===== config.mk =====
export PLATFORM = sky130hd
export DESIGN_NAME = mem_arb_flat
export DESIGN_NICKNAME = d
export VERILOG_FILES = /design/src/rtl/mem_arb_if.sv /design/src/rtl/mem_arb.sv /design/src/flat_wrapper.sv
export SDC_FILE = /design/constraint.sdc
export NUM_CORES = 1
export LEC_CHECK = 0
export CAP_MARGIN = 20
export CORE_ASPECT_RATIO = 0.7
export CORE_MARGIN = 2
export CORE_UTILIZATION = 27
export DETAILED_ROUTE_END_ITERATION = 6
export GPL_TIMING_DRIVEN = 0
export MAX_ROUTING_LAYER = met4
export PLACE_DENSITY = 0.87
export SLEW_MARGIN = 5
export SYNTH_ARGS = -nofsm -noshare
export SYNTH_HDL_FRONTEND = slang
export SYNTH_SLANG_ARGS = --single-unit

===== constraint.sdc =====
create_clock -name clk -period 1.4 [get_ports clk]
set_input_delay 0.28 -clock clk [delete_from_list [all_inputs] [get_ports clk]]
set_output_delay 0.28 -clock clk [all_outputs]
set_load 0.02 [all_outputs]

===== src/rtl/mem_arb_if.sv =====
// Bus bundle between NCH core channels, the shared-memory arbiter and the memory.
// Handshake: a request transfers in any cycle where req && rdy are both high;
// a requester keeps req, address and data stable until it sees rdy. Read
// responses carry no ready: ch_rvalid is a one-cycle, one-hot strobe.
interface mem_arb_if #(
  parameter int NCH = 2,
  parameter int AW  = 15,
  parameter int DW  = 16
);
  localparam int PW = (NCH > 1) ? $clog2(NCH) : 1;

  logic [NCH-1:0]    ch_rreq;
  logic [NCH*AW-1:0] ch_raddr;
  logic [NCH-1:0]    ch_rrdy;
  logic [NCH-1:0]    ch_rvalid;
  logic [DW-1:0]     ch_rdata;
  logic [NCH-1:0]    ch_wreq;
  logic [NCH*AW-1:0] ch_waddr;
  logic [NCH*DW-1:0] ch_wdata;
  logic [NCH-1:0]    ch_wrdy;
  logic [AW-1:0]     mem_raddr;
  logic [DW-1:0]     mem_rdata;
  logic              mem_wen;
  logic [AW-1:0]     mem_waddr;
  logic [DW-1:0]     mem_wdata;
  // Round-robin pointers, exported so checkers can observe arbiter state
  logic [PW-1:0]     dbg_rr_ptr;
  logic [PW-1:0]     dbg_wr_ptr;

  modport slave (
    input  ch_rreq, ch_raddr, ch_wreq, ch_waddr, ch_wdata, mem_rdata,
    output ch_rrdy, ch_rvalid, ch_rdata, ch_wrdy,
    output mem_raddr, mem_wen, mem_waddr, mem_wdata,
    output dbg_rr_ptr, dbg_wr_ptr
  );

  modport master (
    output ch_rreq, ch_raddr, ch_wreq, ch_waddr, ch_wdata, mem_rdata,
    input  ch_rrdy, ch_rvalid, ch_rdata, ch_wrdy,
    input  mem_raddr, mem_wen, mem_waddr, mem_wdata,
    input  dbg_rr_ptr, dbg_wr_ptr
  );
endinterface


===== src/rtl/mem_arb.sv =====
// Shared-memory arbiter: independent round-robin read and write arbiters in
// front of one memory, with a channel-ID delay line that routes each read
// response back to its requester RLAT cycles after acceptance.
module mem_arb #(
  parameter int NCH  = 2,
  parameter int AW   = 15,
  parameter int DW   = 16,
  parameter int RLAT = 1
) (
  input logic      clk,
  input logic      rst_n,
  mem_arb_if.slave bus
);
  localparam int PW = (NCH > 1) ? $clog2(NCH) : 1;

  // Returns {hit, channel}: lowest requester at or above ptr, else lowest overall.
  function automatic logic [PW:0] rr_pick(input logic [NCH-1:0] req,
                                          input logic [PW-1:0]  ptr);
    logic          lo_hit;
    logic          hi_hit;
    logic [PW-1:0] lo_g;
    logic [PW-1:0] hi_g;
    lo_hit = 1'b0;
    hi_hit = 1'b0;
    lo_g   = '0;
    hi_g   = '0;
    for (int i = NCH - 1; i >= 0; i--) begin
      if (req[i]) begin
        lo_hit = 1'b1;
        lo_g   = PW'(i);
        if (PW'(i) >= ptr) begin
          hi_hit = 1'b1;
          hi_g   = PW'(i);
        end
      end
    end
    if (hi_hit) return {1'b1, hi_g};
    return {lo_hit, lo_g};
  endfunction

  logic [PW-1:0]            rr_ptr_q, rr_ptr_d;
  logic [PW-1:0]            wr_ptr_q, wr_ptr_d;
  logic [RLAT-1:0]          dl_vld_q, dl_vld_d;
  logic [RLAT-1:0][PW-1:0]  dl_id_q, dl_id_d;

  logic                     rgnt, wgnt;
  logic [PW-1:0]            rg, wg;
  logic [NCH-1:0]           rrdy, wrdy, rvalid;
  logic [AW-1:0]            raddr, waddr;
  logic [DW-1:0]            wdata, rdata;

  // Pick one read and one write winner; no grants while reset is asserted
  always_comb begin
    {rgnt, rg} = rr_pick(bus.ch_rreq, rr_ptr_q);
    {wgnt, wg} = rr_pick(bus.ch_wreq, wr_ptr_q);
    if (!rst_n) begin
      rgnt = 1'b0;
      wgnt = 1'b0;
    end
  end

  // Steer the winners' address/data to the memory and raise their ready
  always_comb begin
    rrdy  = '0;
    wrdy  = '0;
    raddr = '0;
    waddr = '0;
    wdata = '0;
    for (int i = 0; i < NCH; i++) begin
      if (rgnt && rg == PW'(i)) begin
        rrdy[i] = 1'b1;
        raddr   = bus.ch_raddr[i*AW +: AW];
      end
      if (wgnt && wg == PW'(i)) begin
        wrdy[i] = 1'b1;
        waddr   = bus.ch_waddr[i*AW +: AW];
        wdata   = bus.ch_wdata[i*DW +: DW];
      end
    end
  end

  // Advance pointers past each winner and shift the response delay line
  always_comb begin
    rr_ptr_d = rr_ptr_q;
    wr_ptr_d = wr_ptr_q;
    if (rgnt) rr_ptr_d = (rg == PW'(NCH - 1)) ? '0 : rg + 1'b1;
    if (wgnt) wr_ptr_d = (wg == PW'(NCH - 1)) ? '0 : wg + 1'b1;
    dl_vld_d    = '0;
    dl_id_d     = '0;
    dl_vld_d[0] = rgnt;
    dl_id_d[0]  = rg;
    for (int s = 1; s < RLAT; s++) begin
      dl_vld_d[s] = dl_vld_q[s-1];
      dl_id_d[s]  = dl_id_q[s-1];
    end
  end

  // State registers; reset drops any reads still in flight
  always_ff @(posedge clk) begin
    if (!rst_n) begin
      rr_ptr_q <= '0;
      wr_ptr_q <= '0;
      dl_vld_q <= '0;
      dl_id_q  <= '0;
    end else begin
      rr_ptr_q <= rr_ptr_d;
      wr_ptr_q <= wr_ptr_d;
      dl_vld_q <= dl_vld_d;
      dl_id_q  <= dl_id_d;
    end
  end

  // Route memory read data to the channel recorded in the last stage
  always_comb begin
    rvalid = '0;
    rdata  = '0;
    if (rst_n && dl_vld_q[RLAT-1]) begin
      rdata = bus.mem_rdata;
      for (int i = 0; i < NCH; i++) begin
        if (dl_id_q[RLAT-1] == PW'(i)) rvalid[i] = 1'b1;
      end
    end
  end

  assign bus.ch_rrdy    = rrdy;
  assign bus.ch_wrdy    = wrdy;
  assign bus.ch_rvalid  = rvalid;
  assign bus.ch_rdata   = rdata;
  assign bus.mem_raddr  = raddr;
  assign bus.mem_wen    = wgnt;
  assign bus.mem_waddr  = waddr;
  assign bus.mem_wdata  = wdata;
  assign bus.dbg_rr_ptr = rr_ptr_q;
  assign bus.dbg_wr_ptr = wr_ptr_q;
endmodule

===== src/flat_wrapper.sv =====
// flat-port wrapper written by rule: the top's interface ports become plain ports
module mem_arb_flat 
#(
  parameter int NCH  = 2,
  parameter int AW   = 15,
  parameter int DW   = 16,
  parameter int RLAT = 1
)
  (clk, rst_n, bus_ch_rreq, bus_ch_raddr, bus_ch_wreq, bus_ch_waddr, bus_ch_wdata, bus_mem_rdata, bus_ch_rrdy, bus_ch_rvalid, bus_ch_rdata, bus_ch_wrdy, bus_mem_raddr, bus_mem_wen, bus_mem_waddr, bus_mem_wdata, bus_dbg_rr_ptr, bus_dbg_wr_ptr);
  mem_arb_if #(.NCH(NCH), .AW(AW), .DW(DW)) bus_i ();
  input logic clk;
  input logic rst_n;
  input wire logic [$bits(bus_i.ch_rreq)-1:0] bus_ch_rreq;
  input wire logic [$bits(bus_i.ch_raddr)-1:0] bus_ch_raddr;
  input wire logic [$bits(bus_i.ch_wreq)-1:0] bus_ch_wreq;
  input wire logic [$bits(bus_i.ch_waddr)-1:0] bus_ch_waddr;
  input wire logic [$bits(bus_i.ch_wdata)-1:0] bus_ch_wdata;
  input wire logic [$bits(bus_i.mem_rdata)-1:0] bus_mem_rdata;
  output wire logic [$bits(bus_i.ch_rrdy)-1:0] bus_ch_rrdy;
  output wire logic [$bits(bus_i.ch_rvalid)-1:0] bus_ch_rvalid;
  output wire logic [$bits(bus_i.ch_rdata)-1:0] bus_ch_rdata;
  output wire logic [$bits(bus_i.ch_wrdy)-1:0] bus_ch_wrdy;
  output wire logic [$bits(bus_i.mem_raddr)-1:0] bus_mem_raddr;
  output wire logic [$bits(bus_i.mem_wen)-1:0] bus_mem_wen;
  output wire logic [$bits(bus_i.mem_waddr)-1:0] bus_mem_waddr;
  output wire logic [$bits(bus_i.mem_wdata)-1:0] bus_mem_wdata;
  output wire logic [$bits(bus_i.dbg_rr_ptr)-1:0] bus_dbg_rr_ptr;
  output wire logic [$bits(bus_i.dbg_wr_ptr)-1:0] bus_dbg_wr_ptr;
  assign bus_i.ch_rreq = bus_ch_rreq;
  assign bus_i.ch_raddr = bus_ch_raddr;
  assign bus_i.ch_wreq = bus_ch_wreq;
  assign bus_i.ch_waddr = bus_ch_waddr;
  assign bus_i.ch_wdata = bus_ch_wdata;
  assign bus_i.mem_rdata = bus_mem_rdata;
  assign bus_ch_rrdy = bus_i.ch_rrdy;
  assign bus_ch_rvalid = bus_i.ch_rvalid;
  assign bus_ch_rdata = bus_i.ch_rdata;
  assign bus_ch_wrdy = bus_i.ch_wrdy;
  assign bus_mem_raddr = bus_i.mem_raddr;
  assign bus_mem_wen = bus_i.mem_wen;
  assign bus_mem_waddr = bus_i.mem_waddr;
  assign bus_mem_wdata = bus_i.mem_wdata;
  assign bus_dbg_rr_ptr = bus_i.dbg_rr_ptr;
  assign bus_dbg_wr_ptr = bus_i.dbg_wr_ptr;
  mem_arb #(.NCH(NCH), .AW(AW), .DW(DW), .RLAT(RLAT)) u_core (.clk(clk), .rst_n(rst_n), .bus(bus_i));
endmodule

Word-level counts from Yosys, hierarchy flattened
Index checks and enable logic that the tools add are counted.
{"block": "totals", "word_cells": 59, "input_bits": 114, "romBits": 0, "mem_bits_rw": 0, "output_inout_bits": 71, "latch_bits": 0, "register_bits": 4, "memories": 0}
{"block": "classes", "n_lt_le_gt_ge": 4, "muxes": 42, "n_eq_ne": 0, "n_div": 0, "add_sub_neg": 2, "n_bitwise": 2, "mul": 0, "n_reduce_logical": 5, "n_shift": 0}
{"cell": "$mux W15", "count": 4}
{"cell": "$mux W16", "count": 3}
{"cell": "$mux W1", "count": 30}
{"cell": "$mux W2", "count": 5}
{"cell": "$logic_and A1 B1 Y1", "count": 5}
{"cell": "$ge A1 B1 Y1 const A", "count": 4}
{"cell": "$add A1 B1 Y1 const B", "count": 2}
{"cell": "$not A1 Y1", "count": 2}

Longest topological paths before layout
Gate-level depths: netlist of run 1.
{"block": "depth", "word_depth": 11, "mapped_depth": 5, "mapped_depth_nobuf": 2}

Least setup slack after synthesis of run 1
OpenSTA, ideal clock, no wires.
{"block": "synth_timing", "kind": "register to output", "startpoint": "register u_core.rr_ptr_q (netlist: u_core.bus.dbg_rr_ptr)", "endpoint": "output bus_mem_raddr[0]", "slack_ns": -0.169, "t_arrival_ns": 1.289, "stages_incl_launch_ff": 4, "path_buffers": 1, "t_required_ns": 1.120, "path_cell_list": "dfxtp_1 > nor2b_1 > buf_6 > o32ai_1"}
{"block": "synth_between", "elab_chain_len": 11, "word_cells_on_any_way": 17, "cone_classes": "order compare (2); mux (12); bitwise (1); reduce/logical (2)"}
{"item": "start: declaration", "line_no": "mem_arb.sv:41", "source": "logic [PW-1:0] rr_ptr_q, rr_ptr_d;"}
{"item": "start signal: assignment", "line_no": "mem_arb.sv:106", "source": "rr_ptr_q <= rr_ptr_d;"}
{"item": "$ge A1 B1 Y1", "line_no": "mem_arb.sv:31", "source": "if (PW'(i) >= ptr) begin"}
{"item": "$mux W1", "line_no": "mem_arb.sv:31"}
{"item": "$mux W1", "line_no": "mem_arb.sv:28", "source": "if (req[i]) begin"}
{"item": "$mux W1", "line_no": "mem_arb.sv:31"}
{"item": "$mux W1", "line_no": "mem_arb.sv:28"}
{"item": "$mux W1 or $mux W2 (tied branches)", "line_no": "mem_arb.sv:37", "source": "if (hi_hit) return {1'b1, hi_g};"}
{"item": "$mux W2 *", "line_no": "mem_arb.sv:38", "source": "return {lo_hit, lo_g};"}
{"item": "$mux W1 or $not A1 Y1 (tied branches)", "line_no": "mem_arb.sv:56, mem_arb.sv:70"}
{"item": "$logic_and A1 B1 Y1", "line_no": "mem_arb.sv:70", "source": "if (rgnt && rg == PW'(i)) begin"}
{"item": "$mux W15", "line_no": "mem_arb.sv:70"}
{"item": "$mux W15 *", "line_no": "mem_arb.sv:70"}
{"item": "end: declaration", "line_no": "flat_wrapper.sv:23", "source": "output wire logic [$bits(bus_i.mem_raddr)-1:0] bus_mem_raddr;"}
Mark *: on every way between the ends. The rest lies on a longest branch, timed or not. The select of a mux whose other input is x is not followed.

Worst setup path in the final report of run 1
{"block": "layout_timing", "startpoint": "input bus_ch_rreq[0]", "endpoint": "output bus_mem_raddr[0]"}
{"block": "layout_between", "elab_chain_len": 7, "word_cells_on_any_way": 13, "cone_classes": "mux (10); bitwise (1); reduce/logical (2)"}
{"item": "start: declaration", "line_no": "flat_wrapper.sv:13", "source": "input wire logic [$bits(bus_i.ch_rreq)-1:0] bus_ch_rreq;"}
{"item": "$mux W1", "line_no": "mem_arb.sv:28"}
{"item": "$mux W1 or $mux W2 (tied branches)", "line_no": "mem_arb.sv:37"}
{"item": "$mux W2 *", "line_no": "mem_arb.sv:38"}
{"item": "$mux W1 or $not A1 Y1 (tied branches)", "line_no": "mem_arb.sv:56, mem_arb.sv:70"}
{"item": "$logic_and A1 B1 Y1", "line_no": "mem_arb.sv:70"}
{"item": "$mux W15", "line_no": "mem_arb.sv:70"}
{"item": "$mux W15 *", "line_no": "mem_arb.sv:70"}
Marks and branches as above.

==> results of run 1 <==
synth_stat cells, drive strengths merged:
cell	instances	area [um^2]
a21bo	2	20.0
and3	17	106
buf	25	191
clkbuf	3	11.3
dfxtp	4	80.1
inv	3	11.3
nand2	93	349
nor2	7	26.3
nor2b	4	25.0
nor3	3	15.0
o21a	2	15.0
o32ai	46	681
logic make-up (layout without fill, tap and decap cells):
logic type / count (synthesis) / count (layout) / share of synthesized area (%)
other: 0 / 1 / 0
and+or+nand+nor: 124 / 124 / 34.1
AOI/OAI and AO/OA: 50 / 50 / 46.7
buffers and inverters: 31 / 242 / 14.0
DFF: 4 / 4 / 5.23
power by group:
part / switching [mW] / internal (mW) / leakage, nW
logic: 0.787 / 0.926 / 1.75
clock network: 0.0629 / 0.184 / 0.0216
registers: 0.0118 / 0.122 / 0.0349
total: 0.862 / 1.23 / 1.81
worst paths after layout:
kind	to	slack, ns	cells past startpoint
worst max-delay path	bus_mem_raddr[0]	-0.24	6
worst min-delay path	u_core.dl_vld_q	0.49	3
worst max register to register	u_core.bus.dbg_wr_ptr	0.30	4
worst min register to register	u_core.bus.dbg_rr_ptr	0.74	2
layout make-up:
type                    instances  share of cell area (%)
repair buffers                209                    46.7
plain buffers                  27                    7.58
inverters                       3                   0.441
diodes                          1                  0.0551
flip-flops and latches          4                    2.01
clock buffers                   3                   0.909
well taps                      72                    1.98
multi-input cells             174                    40.3
flip-flops by register name, indices dropped and copies added (netlist names):
signal                 cells
u_core.bus.dbg_rr_ptr      1
u_core.bus.dbg_wr_ptr      1
u_core.dl_id_q             1
u_core.dl_vld_q            1
worst max-delay path: cells and delay by family:
| kind | cells | cell delay (ns) |
|---|---|---|
| AND/OR/NAND/NOR | 1 | 0.15 |
| AO/OA/AOI/OAI | 1 | 0.23 |
| buffers and inverters | 4 | 0.69 |
layer usage:
| metal | share of wire (%) | wire length (um) | vias up | track usage (%) |
|---|---|---|---|---|
| met4 | 2.9 | 296 | 0 | 6.52 |
| li1 | - | - | 1195 | - |
| met2 | 53 | 5350 | 157 | 50.5 |
| met3 | 8.0 | 810 | 24 | 5.88 |
| met1 | 36 | 3660 | 1282 | 28.4 |
| met5 | 0 | 0 | - | - |
stage by stage:
stage,utilization [%],TNS (ns),hold slack [ns]
after detailed placement,72.5,-57.70,0.585
final,84.6,-8.94,0.491
after global routing,84.5,-10.47,0.500
after floorplan,-,-0.628,0.396
after CTS,79.5,-8.42,0.397
after global placement,72.5,-56.14,0.584
what timing repair did:
action,4_1_cts,5_1_grt
setup endpoints to repair,71,52
setup buffers,7,10
cloned,5,4
resized for setup,460,26
pin swaps,20,27
cell usage in the layout, fill, tap and decap left out, types with 5 or more instances in the layout:
| master | instances |
|---|---|
| buf_12 | 7 |
| nor2_1 | 5 |
| buf_4 | 23 |
| dlygate4sd2_1 | 6 |
| and3_1 | 17 |
| o32ai_4 | 41 |
| buf_2 | 22 |
| nand2_1 | 93 |
| buf_6 | 58 |
| o32ai_2 | 5 |
| clkdlybuf4s50_1 | 104 |
==> results.yml, run 1 <==
status:
  status: "complete, but fails checks"
  violations: "negative setup slack"
setup_path:
  cp_slowest_cell: "o32ai_2"
  critPathMostFrequentCell: "buf_4"
  worstPathRequired_ns: 1.12
  critical_path_class: "primary input to output pin"
  crit_start: "bus_ch_rreq[0]"
  path_max_fanout: 6
  path_cells: "clkdlybuf4s15_2, nor2b_4, buf_6, buf_4, o32ai_2, buf_4"
  critPathLaunchType: "primary input"
  end_kind: "output pin"
  max_stage_delay_ns: 0.23
  r2r-start: "u_core.bus.dbg_wr_ptr"
  arrival_ns: 1.36
drt:
  dr.pass1.iters: 4
  drt-initial-drc-count: 95
  wl_um: 10100
  via_per_inst: 5.39
  wl_per_cell_um: 20.5
  drc: 0
  antenna_left: 0
  via_count: 2658
die:
  io_pins: 185
  die_x_um: 94.0
  die_height_um: 67.0
  fp.dieArea_mm2: 0.00630
  coreArea_mm2: 0.00537
  initial_utilization_pct: 28.5
  num_rows: 22
place:
  dp.cells: 464
  hpwl_um: 6410
  place_area_mm2: 0.00389
  port_buffers: 183
  place.gp.congestion: 0.769
  dp_slack_ns: -1.11
timing:
  finalWorstSetupSlack_ns: -0.242
  skew_ns: 0.00673
  layout_worst_path_cycle_share_pct: 117
  max_freq_mhz: 609
  setup_viol: 51
  slew_violations: 0
  rsz0062_at_grt: "true"
  hold_violations: 0
  tightest_slew_ns: 0.251
  min_period_ns: 1.64
  slew_headroom_pct: 83.3
power_and_ir_drop:
  finalPower_mw: 2.09
  p_leak_nw: 1.81
  ir_drop_uv: 348
  power_density_mw_per_mm2: 461
logic_synthesis:
  synth_nets: 323
  ys_types: 17
  synth_area_per_cell_um2: 7.33
  ys_warn_count: 0
  synthesis.instances: 209
  synth-seq-cells: 4
  syn_area_mm2: 0.00153
  yosysSeqAreaShare_pct: 5.23
run:
  maxCapViolations: 0
clock_tree:
  path_clk_slew_ns: 0.04
  clk_latency_ns: 0.22
  cts_made_buffers: 3
  clockBufferDepth: 2
  cts_tree: "done"
  htree_num_levels: 1
  clock-sinks: 4
  cts_hold_buf: 0
  root_buffer: "clkbuf_8"
cells_and_area:
  fin_nets: 536
  fill_cells: 284
  seqCellArea_um2: 91.3
  drive_gt1_share_pct: 45.0
  fin_area_mm2: 0.00454
  stdcell_count: 493
  multi_input_area_mm2: 0.00183
  syn2layout_area_growth_pct: 196
global_routing:
  first_global_vias: 2524
  grt_util_all_layers_pct: 26.6
  grt_pass1_wl_um: 12700
  grt_max_degree: 12
  gr-total-overflow: 0
  antenna_found_initial: 0
worst_hold_path:
  hp-class: "primary input to register"
  min_from: "bus_ch_rreq[1]"
(Power assumes the default switching activity.)
==> inputs of run 2 (changes only) <==
--- a/config.mk
+++ b/config.mk
@@ -8,11 +8,13 @@
 export CAP_MARGIN = 20
 export CORE_ASPECT_RATIO = 0.7
 export CORE_MARGIN = 2
-export CORE_UTILIZATION = 27
+export CORE_UTILIZATION = 29
 export DETAILED_ROUTE_END_ITERATION = 6
+export GPL_ROUTABILITY_DRIVEN = 0
 export GPL_TIMING_DRIVEN = 0
 export MAX_ROUTING_LAYER = met4
-export PLACE_DENSITY = 0.87
+export PLACE_DENSITY = 0.93
+export SKIP_LAST_GASP = 1
 export SLEW_MARGIN = 5
 export SYNTH_ARGS = -nofsm -noshare
 export SYNTH_HDL_FRONTEND = slang
==> constraint.sdc (replaced) <==
create_clock -name clk -period 1.9 [get_ports clk]
set_input_delay 0.38 -clock clk [delete_from_list [all_inputs] [get_ports clk]]
set_output_delay 0.38 -clock clk [all_outputs]
set_load 0.02 [all_outputs]
==> run 2 against run 1 <==
The flow now finishes without violations. Cell count decreased by 4.9%. Largest cell class unchanged. Largest power group unchanged. Critical path depth decreased by 1. Combinational power decreased by 48%.
==> results.yml, run 2 (same netlist as run 1, synthesis figures left out) <==
place:
  dp.cells: 464
  hpwl_um: 6040
  port_buffers: 183
  place_area_mm2: 0.00345
setup_path:
  max_stage_delay_ns: 0.30
  cp_slowest_cell: "clkdlybuf4s15_2"
  reg2reg_depth: 4
  cp.depth: 5
  path_cells: "dlygate4sd2_1, nor2b_4, buf_6, o32ai_1, clkdlybuf4s15_2"
  critPathLaunchType: "primary input"
  end_kind: "output pin"
  critPathBufInv: 3
  critical_path_class: "primary input to output pin"
  path_max_fanout: 5
  crit_family: "buffers and inverters"
  arrival_ns: 1.49
  worstPathRequired_ns: 1.52
clock_tree:
  cts_made_buffers: 3
  htree_num_levels: 1
  clockBufferDepth: 2
  cts_tree: "done"
  root_buffer: "clkbuf_8"
  path_clk_slew_ns: 0.03
  clk_latency_ns: 0.22
  clock-sinks: 4
power_and_ir_drop:
  p_leak_nw: 1.56
  ir_drop_uv: 206
  power_density_mw_per_mm2: 331
timing:
  tightest_slew_ns: 0.259
  rsz0062_at_grt: "true"
  max_freq_mhz: 534
  hold_violations: 0
  setup_viol: 0
  skew_ns: 0.0000387
  slew_violations: 0
  slew_headroom_pct: 82.7
  worst_hold_slack_ns: 0.601
  fin_tns_setup_ns: 0
  min_period_ns: 1.87
  layout_worst_path_cycle_share_pct: 98.5
worst_hold_path:
  hp-class: "primary input to register"
  whs_path_depth: 3
global_routing:
  grt_max_degree: 11
  gr-total-overflow: 0
  grt_util_all_layers_pct: 24.7
  antenna_found_initial: 0
  grt_pass1_wl_um: 11600
  first_global_vias: 2375
drt:
  wl_per_cell_um: 16.2
  via_count: 2382
  via_per_inst: 5.08
  wl_um: 7610
  antenna_left: 0
  drc: 0
  dr.pass1.iters: 4
  drt-initial-drc-count: 58
die:
  die_x_um: 90.9
  coreArea_mm2: 0.00517
  initial_utilization_pct: 29.6
  io_pins: 185
  fp.dieArea_mm2: 0.00589
  num_rows: 22
  die_height_um: 64.8
cells_and_area:
  drive_gt1_share_pct: 32.0
  num_antenna_cells: 0
  fin_area_mm2: 0.00352
  syn2layout_area_growth_pct: 130
  mostFrequentLayoutCell: "clkdlybuf4s50_1"
  most-common-layout-cells: "clkdlybuf4s50_1 (110), nand2_1 (93), buf_2 (28), o32ai_2 (28), buf_4 (25)"
  stdcell_count: 469
  fin_nets: 513
run:
  maxCapViolations: 0
status:
  status: "finished clean"
==> run 2: changes by cell type in the layout (fill, tap and decap cells not counted), sizes merged <==
cell,previous run,this run
diode,1,0
inv,2,3
clkdlybuf4s50,104,110
dlygate4sd2,6,21
clkbuf,11,7
dlymetal6s2s,0,1
buf,116,71
clkinvlp,1,0
clkdlybuf4s15,2,6
==> run 2: cell type report <==
class / instances / area, um^2
sequential: 4 / 81.3
timing repair buffer: 186 / 1700
multi-input combinational: 174 / 1350
buffer: 27 / 238
clock buffer: 3 / 41.3
inverter: 3 / 11.3
fill: 470 / 1660
tap: 72 / 90.1
==> run 2: tightest hold or removal path: cells and delay by family <==
family	cells	cell delay, ns
buffers and inverters	1	0.25
AND/OR/NAND/NOR	2	0.15
==> run 2: stage by stage <==
step / power (mW) / util (%) / worst slack (ns)
2_1_floorplan: 0.511 / - / 0.190
3_3_place_gp: 0.957 / 66.7 / -0.669
3_5_place_dp: 0.974 / 66.7 / -0.718
4_1_cts: 1.11 / 65.0 / 0.00105
5_1_grt: 1.23 / 68.0 / -0.0121
6_report: 1.16 / 68.0 / 0.0285
==> run 2: where the power goes <==
part	leakage (nW)	switching (mW)	internal [mW]
clock network	0.0216	0.0427	0.135
registers	0.0334	0.00767	0.0907
logic	1.50	0.419	0.469
==> run 2: final timing paths <==
path	start	to	slack, ns
worst max register to register	u_core.bus.dbg_rr_ptr	u_core.bus.dbg_rr_ptr	0.86
worst min register to register	u_core.bus.dbg_wr_ptr	u_core.bus.dbg_wr_ptr	0.69
worst max-delay path	bus_ch_rreq[0]	bus_mem_raddr[0]	0.03
worst min-delay path	bus_ch_rreq[1]	u_core.dl_vld_q	0.60
==> run 2: repair_timing <==
action,CTS,global route
setup endpoints to repair,69,42
pin swaps,4,10
hold buffers,0,0
gates cloned,0,1
setup buffers,0,2
gates resized for setup,245,48
==> run 2: per-layer routing <==
layer	routed length (um)	GRT usage, %
met5	0	-
met3	551	4.53
met1	3160	28.5
met4	104	5.30
met2	3800	45.2
==> inputs of run 3 (changes only) <==
--- a/config.mk
+++ b/config.mk
@@ -15,7 +15,7 @@
 export MAX_ROUTING_LAYER = met4
 export PLACE_DENSITY = 0.93
 export SKIP_LAST_GASP = 1
-export SLEW_MARGIN = 5
+export SLEW_MARGIN = 20
 export SYNTH_ARGS = -nofsm -noshare
 export SYNTH_HDL_FRONTEND = slang
 export SYNTH_SLANG_ARGS = --single-unit
==> results of run 3 <==
The final DEF is identical to that of run 2; final timing and power are the same.
